$ cat config.mk
export PLATFORM = sky130hd
export DESIGN_NAME = itch_msg_fifo
export DESIGN_NICKNAME = d
export VERILOG_FILES = /design/src/rtl/itch_msg_fifo.sv
export SDC_FILE = /design/constraint.sdc
export NUM_CORES = 2
export LEC_CHECK = 0
export CAP_MARGIN = 20
export CORE_MARGIN = 4
export CORE_UTILIZATION = 40
export CTS_BUF_LIST = sky130_fd_sc_hd__clkbuf_8 sky130_fd_sc_hd__clkbuf_16
export DETAILED_ROUTE_END_ITERATION = 10
export GPL_TIMING_DRIVEN = 0
export HOLD_SLACK_MARGIN = 0.05
export PLACE_DENSITY = 0.54
export SYNTH_ARGS = -nofsm -noshare
export SYNTH_HDL_FRONTEND = slang
export SYNTH_MEMORY_MAX_BITS = 65536
export SYNTH_SLANG_ARGS = --single-unit
export TNS_END_PERCENT = 30
$ cat constraint.sdc
create_clock -name clk -period 40.6 [get_ports clk]
set_clock_uncertainty 0.15 [all_clocks]
set_input_delay 10.15 -clock clk [delete_from_list [all_inputs] [get_ports clk]]
set_output_delay 10.15 -clock clk [all_outputs]
set_load 0.1 [all_outputs]
$ cat src/rtl/itch_msg_fifo.sv
// itch_msg_fifo: show-ahead buffer for parsed ITCH messages with drop-on-overflow.
// Statistics outputs (overflow, drop_count, max_level) exist only when ITCH_FIFO_STATS_EN is defined.
module itch_msg_fifo #(
    parameter int DEPTH        = 16,
    parameter int AFULL_THRESH = 14
) (
    input  logic                       clk,
    input  logic                       rst,
    input  logic                       in_valid,
    input  logic [3:0]                 in_type,
    input  logic [63:0]                in_order_ref,
    input  logic                       in_side,
    input  logic [31:0]                in_shares,
    input  logic [31:0]                in_price,
    input  logic [63:0]                in_new_order_ref,
    input  logic [47:0]                in_timestamp,
    input  logic [63:0]                in_misc_data,
    output logic                       out_valid,
    input  logic                       out_ready,
    output logic [3:0]                 out_type,
    output logic [63:0]                out_order_ref,
    output logic                       out_side,
    output logic [31:0]                out_shares,
    output logic [31:0]                out_price,
    output logic [63:0]                out_new_order_ref,
    output logic [47:0]                out_timestamp,
    output logic [63:0]                out_misc_data,
    output logic [$clog2(DEPTH):0]     level,
    output logic                       almost_full,
    output logic                       overflow,
    output logic [15:0]                drop_count,
    output logic [$clog2(DEPTH):0]     max_level
);
    localparam int AW = $clog2(DEPTH);
    localparam int LW = AW + 1;
    localparam int RW = 309;

    logic [RW-1:0] mem [DEPTH];
    logic [AW-1:0] wr_ptr;
    logic [AW-1:0] rd_ptr;
    logic [LW-1:0] level_nxt;
    logic [RW-1:0] head;
    logic          full;
    logic          pop;
    logic          push;

    assign full      = level == LW'(DEPTH);
    assign out_valid = level != '0;
    assign pop       = out_valid && out_ready;
    assign push      = in_valid && (!full || pop);
    assign level_nxt = (push && !pop) ? level + 1'b1 :
                       (pop && !push) ? level - 1'b1 : level;
    assign almost_full = level >= LW'(AFULL_THRESH);

    // Storage is never reset; writes are suppressed while reset is asserted
    always_ff @(posedge clk) begin
        if (rst && push)
            mem[wr_ptr] <= {in_type, in_order_ref, in_side, in_shares, in_price,
                            in_new_order_ref, in_timestamp, in_misc_data};
    end

    // Pointer and occupancy bookkeeping
    always_ff @(posedge clk) begin
        if (!rst) begin
            wr_ptr <= '0;
            rd_ptr <= '0;
            level  <= '0;
        end else begin
            if (push) wr_ptr <= wr_ptr + 1'b1;
            if (pop)  rd_ptr <= rd_ptr + 1'b1;
            level <= level_nxt;
        end
    end

    // Show-ahead head, zeroed whenever nothing is buffered
    assign head = out_valid ? mem[rd_ptr] : '0;
    assign {out_type, out_order_ref, out_side, out_shares, out_price,
            out_new_order_ref, out_timestamp, out_misc_data} = head;

`ifdef ITCH_FIFO_STATS_EN
    logic drop;
    assign drop = in_valid && full && !pop;

    // Sticky overflow, saturating drop counter and high-water mark
    always_ff @(posedge clk) begin
        if (!rst) begin
            overflow   <= 1'b0;
            drop_count <= '0;
            max_level  <= '0;
        end else begin
            if (drop) begin
                overflow <= 1'b1;
                if (drop_count != 16'hFFFF) drop_count <= drop_count + 1'b1;
            end
            if (level_nxt > max_level) max_level <= level_nxt;
        end
    end
`else
    assign overflow   = 1'b0;
    assign drop_count = '0;
    assign max_level  = '0;
`endif
endmodule

==> impl_metrics.env <==
export IMPL_final_layout_size_suffix_gt1_share_pct=27.77
export IMPL_cts_htree_levels=6
export IMPL_area_delta_synth_final_pct=21.16
export IMPL_end_kind="primary output"
export IMPL_seq_area_frac_synth_pct=79.40
export IMPL_place_gp_congestion=0.7229
export IMPL_finalHoldWorstSlack_ns=0.4274
export IMPL_clock_tree_from_tritoncts="yes"
export IMPL_die_area_um2=479500
export IMPL_grt_start_max_net_pins=24
export IMPL_worst_r2r_setup_slack_ns=35.89
export IMPL_yosysTopAreaCell="sky130_fd_sc_hd__edfxtp_1"
export IMPL_achievable_frequency_ghz=0.06034
export IMPL_grt_pass1_vias=93251
export IMPL_synth_cell_area_um2=187400
export IMPL_cts_buffers=538
export IMPL_num_io_pins=651
export IMPL_rsz0062_at_grt="false"
export IMPL_hpwl_reported_at_the_end_of_detailed_placement_um=352400
export IMPL_cts_root_buf="sky130_fd_sc_hd__clkbuf_16"
export IMPL_syn_area_per_cell_um2=24.48
export IMPL_relSlewSlack_pct=21.19
export IMPL_yosysTopAreaCellShare_pct=79.22
export IMPL_worst_hold_path_endpoint="level[3]$_SDFFE_PN0P_"
export IMPL_nNetsFinal=9660
export IMPL_cts_hold_fix_buffers=0
export IMPL_path_max_fanout=12
export IMPL_cellLeakagePower_nw=74.51
export IMPL_drt_wl_total_um=534000
export IMPL_clkLatencyLatePin_ns=1.04
export IMPL_worstReg2RegStart="level[1]$_SDFFE_PN0P_"
export IMPL_cts_sinks=4961
export IMPL_finalSetupTns_ns=0
export IMPL_drt_wirelength_per_cell_um=33.37
export IMPL_grt_antenna_before_repair=152
export IMPL_die_width_um=692.5
export IMPL_dieHeight_um=692.5
export IMPL_grt_util_all_layers_pct=21.97
export IMPL_ys_dominant_reg_cell="sky130_fd_sc_hd__edfxtp_1"
export IMPL_status="complete, no violations"
export IMPL_post_route_drc_count=0
export IMPL_area_sequential_um2=148800
export IMPL_synth_enable_flop_cells=4944
export IMPL_utilization_pct=48.63
export IMPL_ir_worst_vdd_uv=72.90
export IMPL_drtIter0Drc=9487
export IMPL_synth_warning_count=0
export IMPL_count_of_different_cell_masters_after_synthesis=39
export IMPL_cp_arrival_ns=6.27
export IMPL_ys_async_sr_fraction_pct=0
export IMPL_detail_route_wirelength_met1_um=212800
export IMPL_pwr_cell_area_nw_per_um2=67.55
export IMPL_hold_path_startpoint="level[3]$_SDFFE_PN0P_"
export IMPL_class_of_the_tightest_hold_or_removal_check="reg2reg"
export IMPL_rows=251
export IMPL_highest_signal_layer="met5"
export IMPL_global_route_overflow_total=0
export IMPL_finalHoldViolations=0
export IMPL_final_min_clock_period_ns=16.57
export IMPL_fillers=37377
export IMPL_dp_worst_setup_slack_ns=24.93
export IMPL_firstDrtPassIters=5
export IMPL_worst_max_slew_pin_slew_ns=1.178
export IMPL_core_area_um2=467000
export IMPL_final_critical_path_setup_slack_ns=24.03
export IMPL_met3_wl_post_dr_um=39090
export IMPL_routed_via_density=5.626
export IMPL_worst_r2r_cell_count=16
export IMPL_post_route_period_util_pct=40.82
export IMPL_multi_input_area_um2=36750
export IMPL_met2_wl_um=266400
export IMPL_post_cts_resized_instances=0
export IMPL_synthTopCellsByCount="sky130_fd_sc_hd__edfxtp_1 (4,944), sky130_fd_sc_hd__mux4_2 (1,236), sky130_fd_sc_hd__mux2i_1 (621)"
export IMPL_clock_transition_at_the_registers_of_the_reported_paths_ns=0.06
export IMPL_placement_io_buffers=628
export IMPL_ys_ff_latch=4961
export IMPL_clk_path_buf_depth=4
export IMPL_worst_hold_path_num_cells=2
export IMPL_synthMostInstantiatedCell="sky130_fd_sc_hd__edfxtp_1"
export IMPL_drtAntennaViolNets=0
export IMPL_setup_violations_final=0
export IMPL_crit_reg2reg_capture="mem[3][219]$_DFFE_PP_"
export IMPL_path_class="reg2out"
export IMPL_cts_repair_timing_setup_buffer_count=0
export IMPL_timing_critical_path_required_ns=30.30
export IMPL_netlist_instances=7655
export IMPL_timing_critical_path_from_type="flop"
export IMPL_area_contributors_post_synth="sky130_fd_sc_hd__edfxtp_1 (79%), sky130_fd_sc_hd__mux4_2 (15%), sky130_fd_sc_hd__mux2i_1 (3.3%)"
export IMPL_detailed_route_via_count=90030
export IMPL_max_cap_violations=0
export IMPL_initial_core_util_pct=40.13
export IMPL_grt_pass1_wl_um=741000
export IMPL_final_max_slew_viol_count=0
==> cell type report <==
type | count | area share [%]
Buffer | 439 | 0.9064
Timing Repair Buffer | 1121 | 6.517
Clock inverter | 403 | 1.359
Tap cell | 6198 | 3.415
Sequential cell | 4961 | 65.53
Inverter | 4 | 0.006612
Multi-Input combinational cell | 2272 | 16.18
Clock buffer | 546 | 6.017
Antenna cell | 59 | 0.06502
==> cell families (layout without fill, tap and decap cells) <==
family | count (synthesis) | in the layout | share of synthesized area [%]
other | 1 | 81 | 0.002001
adders and majority gates | 10 | 10 | 0.07077
and+or+nand+nor | 53 | 53 | 0.1495
DFF | 4961 | 4961 | 79.40
AOI/OAI and AO/OA | 323 | 323 | 1.084
buffers and inverters | 443 | 2513 | 1.094
muxes | 1857 | 1857 | 18.17
xor gates and xnor gates | 7 | 7 | 0.03271
==> sequential cells by signal, indices dropped and copies added (netlist names), named ones only <==
name	cells
level	5
mem	4944
rd_ptr	4
wr_ptr	4
==> layer usage <==
layer,vias to the layer above,global-route usage [%]
met5,-,0
met4,76,6.107
met3,844,4.873
met1,49159,29.08
li1,36663,-
met2,3288,36.71
==> per-stage QoR <==
stage	total power, mW	area [µm²]	instances
after floorplan	9.214	187500	7676
after global placement	10.81	201500	14502
after detailed placement	10.89	210200	14994
after CTS	15.54	226900	15943
after global routing	15.88	227000	15967
final	15.34	227100	16003
==> report_power, final <==
part | leakage [nW] | internal [mW] | switching [mW] | total [mW]
Sequential | 44.7 | 5.70 | 0.0164 | 5.72
Combinational | 21.2 | 1.66 | 3.33 | 4.98
Clock | 8.62 | 2.61 | 2.03 | 4.64
Total | 74.5 | 9.96 | 5.37 | 15.3
==> worst max-delay path by stage <==
stage               cells after the start  startpoint                    end  slack, ns
global route                            8        flop      out_order_ref[24]      23.82
global placement                        6   out_ready  mem[0][214]$_DFFE_PP_     -25.88
CTS                                     7        flop      out_misc_data[30]      23.75
floorplan                               5   out_ready    mem[0][0]$_DFFE_PP_       7.49
finish                                  7        flop      out_misc_data[27]      24.03
detailed placement                      7        flop      out_misc_data[30]      24.93
==> layout by cell type, fill, tap and decap left out, types with 4 or more instances in the layout <==
master	instances
sky130_fd_sc_hd__edfxtp_1	4944
sky130_fd_sc_hd__mux4_2	1236
sky130_fd_sc_hd__clkdlybuf4s50_1	624
sky130_fd_sc_hd__mux2i_1	621
sky130_fd_sc_hd__clkbuf_16	546
sky130_fd_sc_hd__o22ai_1	308
sky130_fd_sc_hd__buf_12	215
sky130_fd_sc_hd__buf_2	196
sky130_fd_sc_hd__buf_6	185
sky130_fd_sc_hd__clkinv_1	127
sky130_fd_sc_hd__clkbuf_1	126
sky130_fd_sc_hd__inv_1	121
sky130_fd_sc_hd__clkinv_2	71
sky130_fd_sc_hd__buf_1	65
sky130_fd_sc_hd__buf_16	64
sky130_fd_sc_hd__diode_2	59
sky130_fd_sc_hd__buf_4	43
sky130_fd_sc_hd__bufinv_16	23
sky130_fd_sc_hd__buf_8	23
sky130_fd_sc_hd__conb_1	22
sky130_fd_sc_hd__clkbuf_2	19
sky130_fd_sc_hd__clkinv_16	18
sky130_fd_sc_hd__dfxtp_1	17
sky130_fd_sc_hd__inv_6	15
sky130_fd_sc_hd__nor2_4	12
sky130_fd_sc_hd__clkinv_8	11
sky130_fd_sc_hd__ha_1	9
sky130_fd_sc_hd__inv_16	9
sky130_fd_sc_hd__nand3_1	8
sky130_fd_sc_hd__and2_1	8
sky130_fd_sc_hd__xnor2_1	7
sky130_fd_sc_hd__clkinv_4	6
sky130_fd_sc_hd__clkinvlp_4	5
sky130_fd_sc_hd__nand2_1	4
sky130_fd_sc_hd__nand2b_1	4
sky130_fd_sc_hd__nor3_2	4
==> worst max-delay path, cell delays in order, from the launching register on <==
cell	delay, ns
sky130_fd_sc_hd__dfxtp_1	0.58
sky130_fd_sc_hd__buf_2	0.57
sky130_fd_sc_hd__clkbuf_2	0.66
sky130_fd_sc_hd__buf_1	0.78
sky130_fd_sc_hd__mux4_2	0.36
sky130_fd_sc_hd__mux2i_1	0.09
sky130_fd_sc_hd__o22ai_1	0.81
sky130_fd_sc_hd__clkdlybuf4s50_1	1.32
Note: power is estimated with default switching activity, not from simulation.
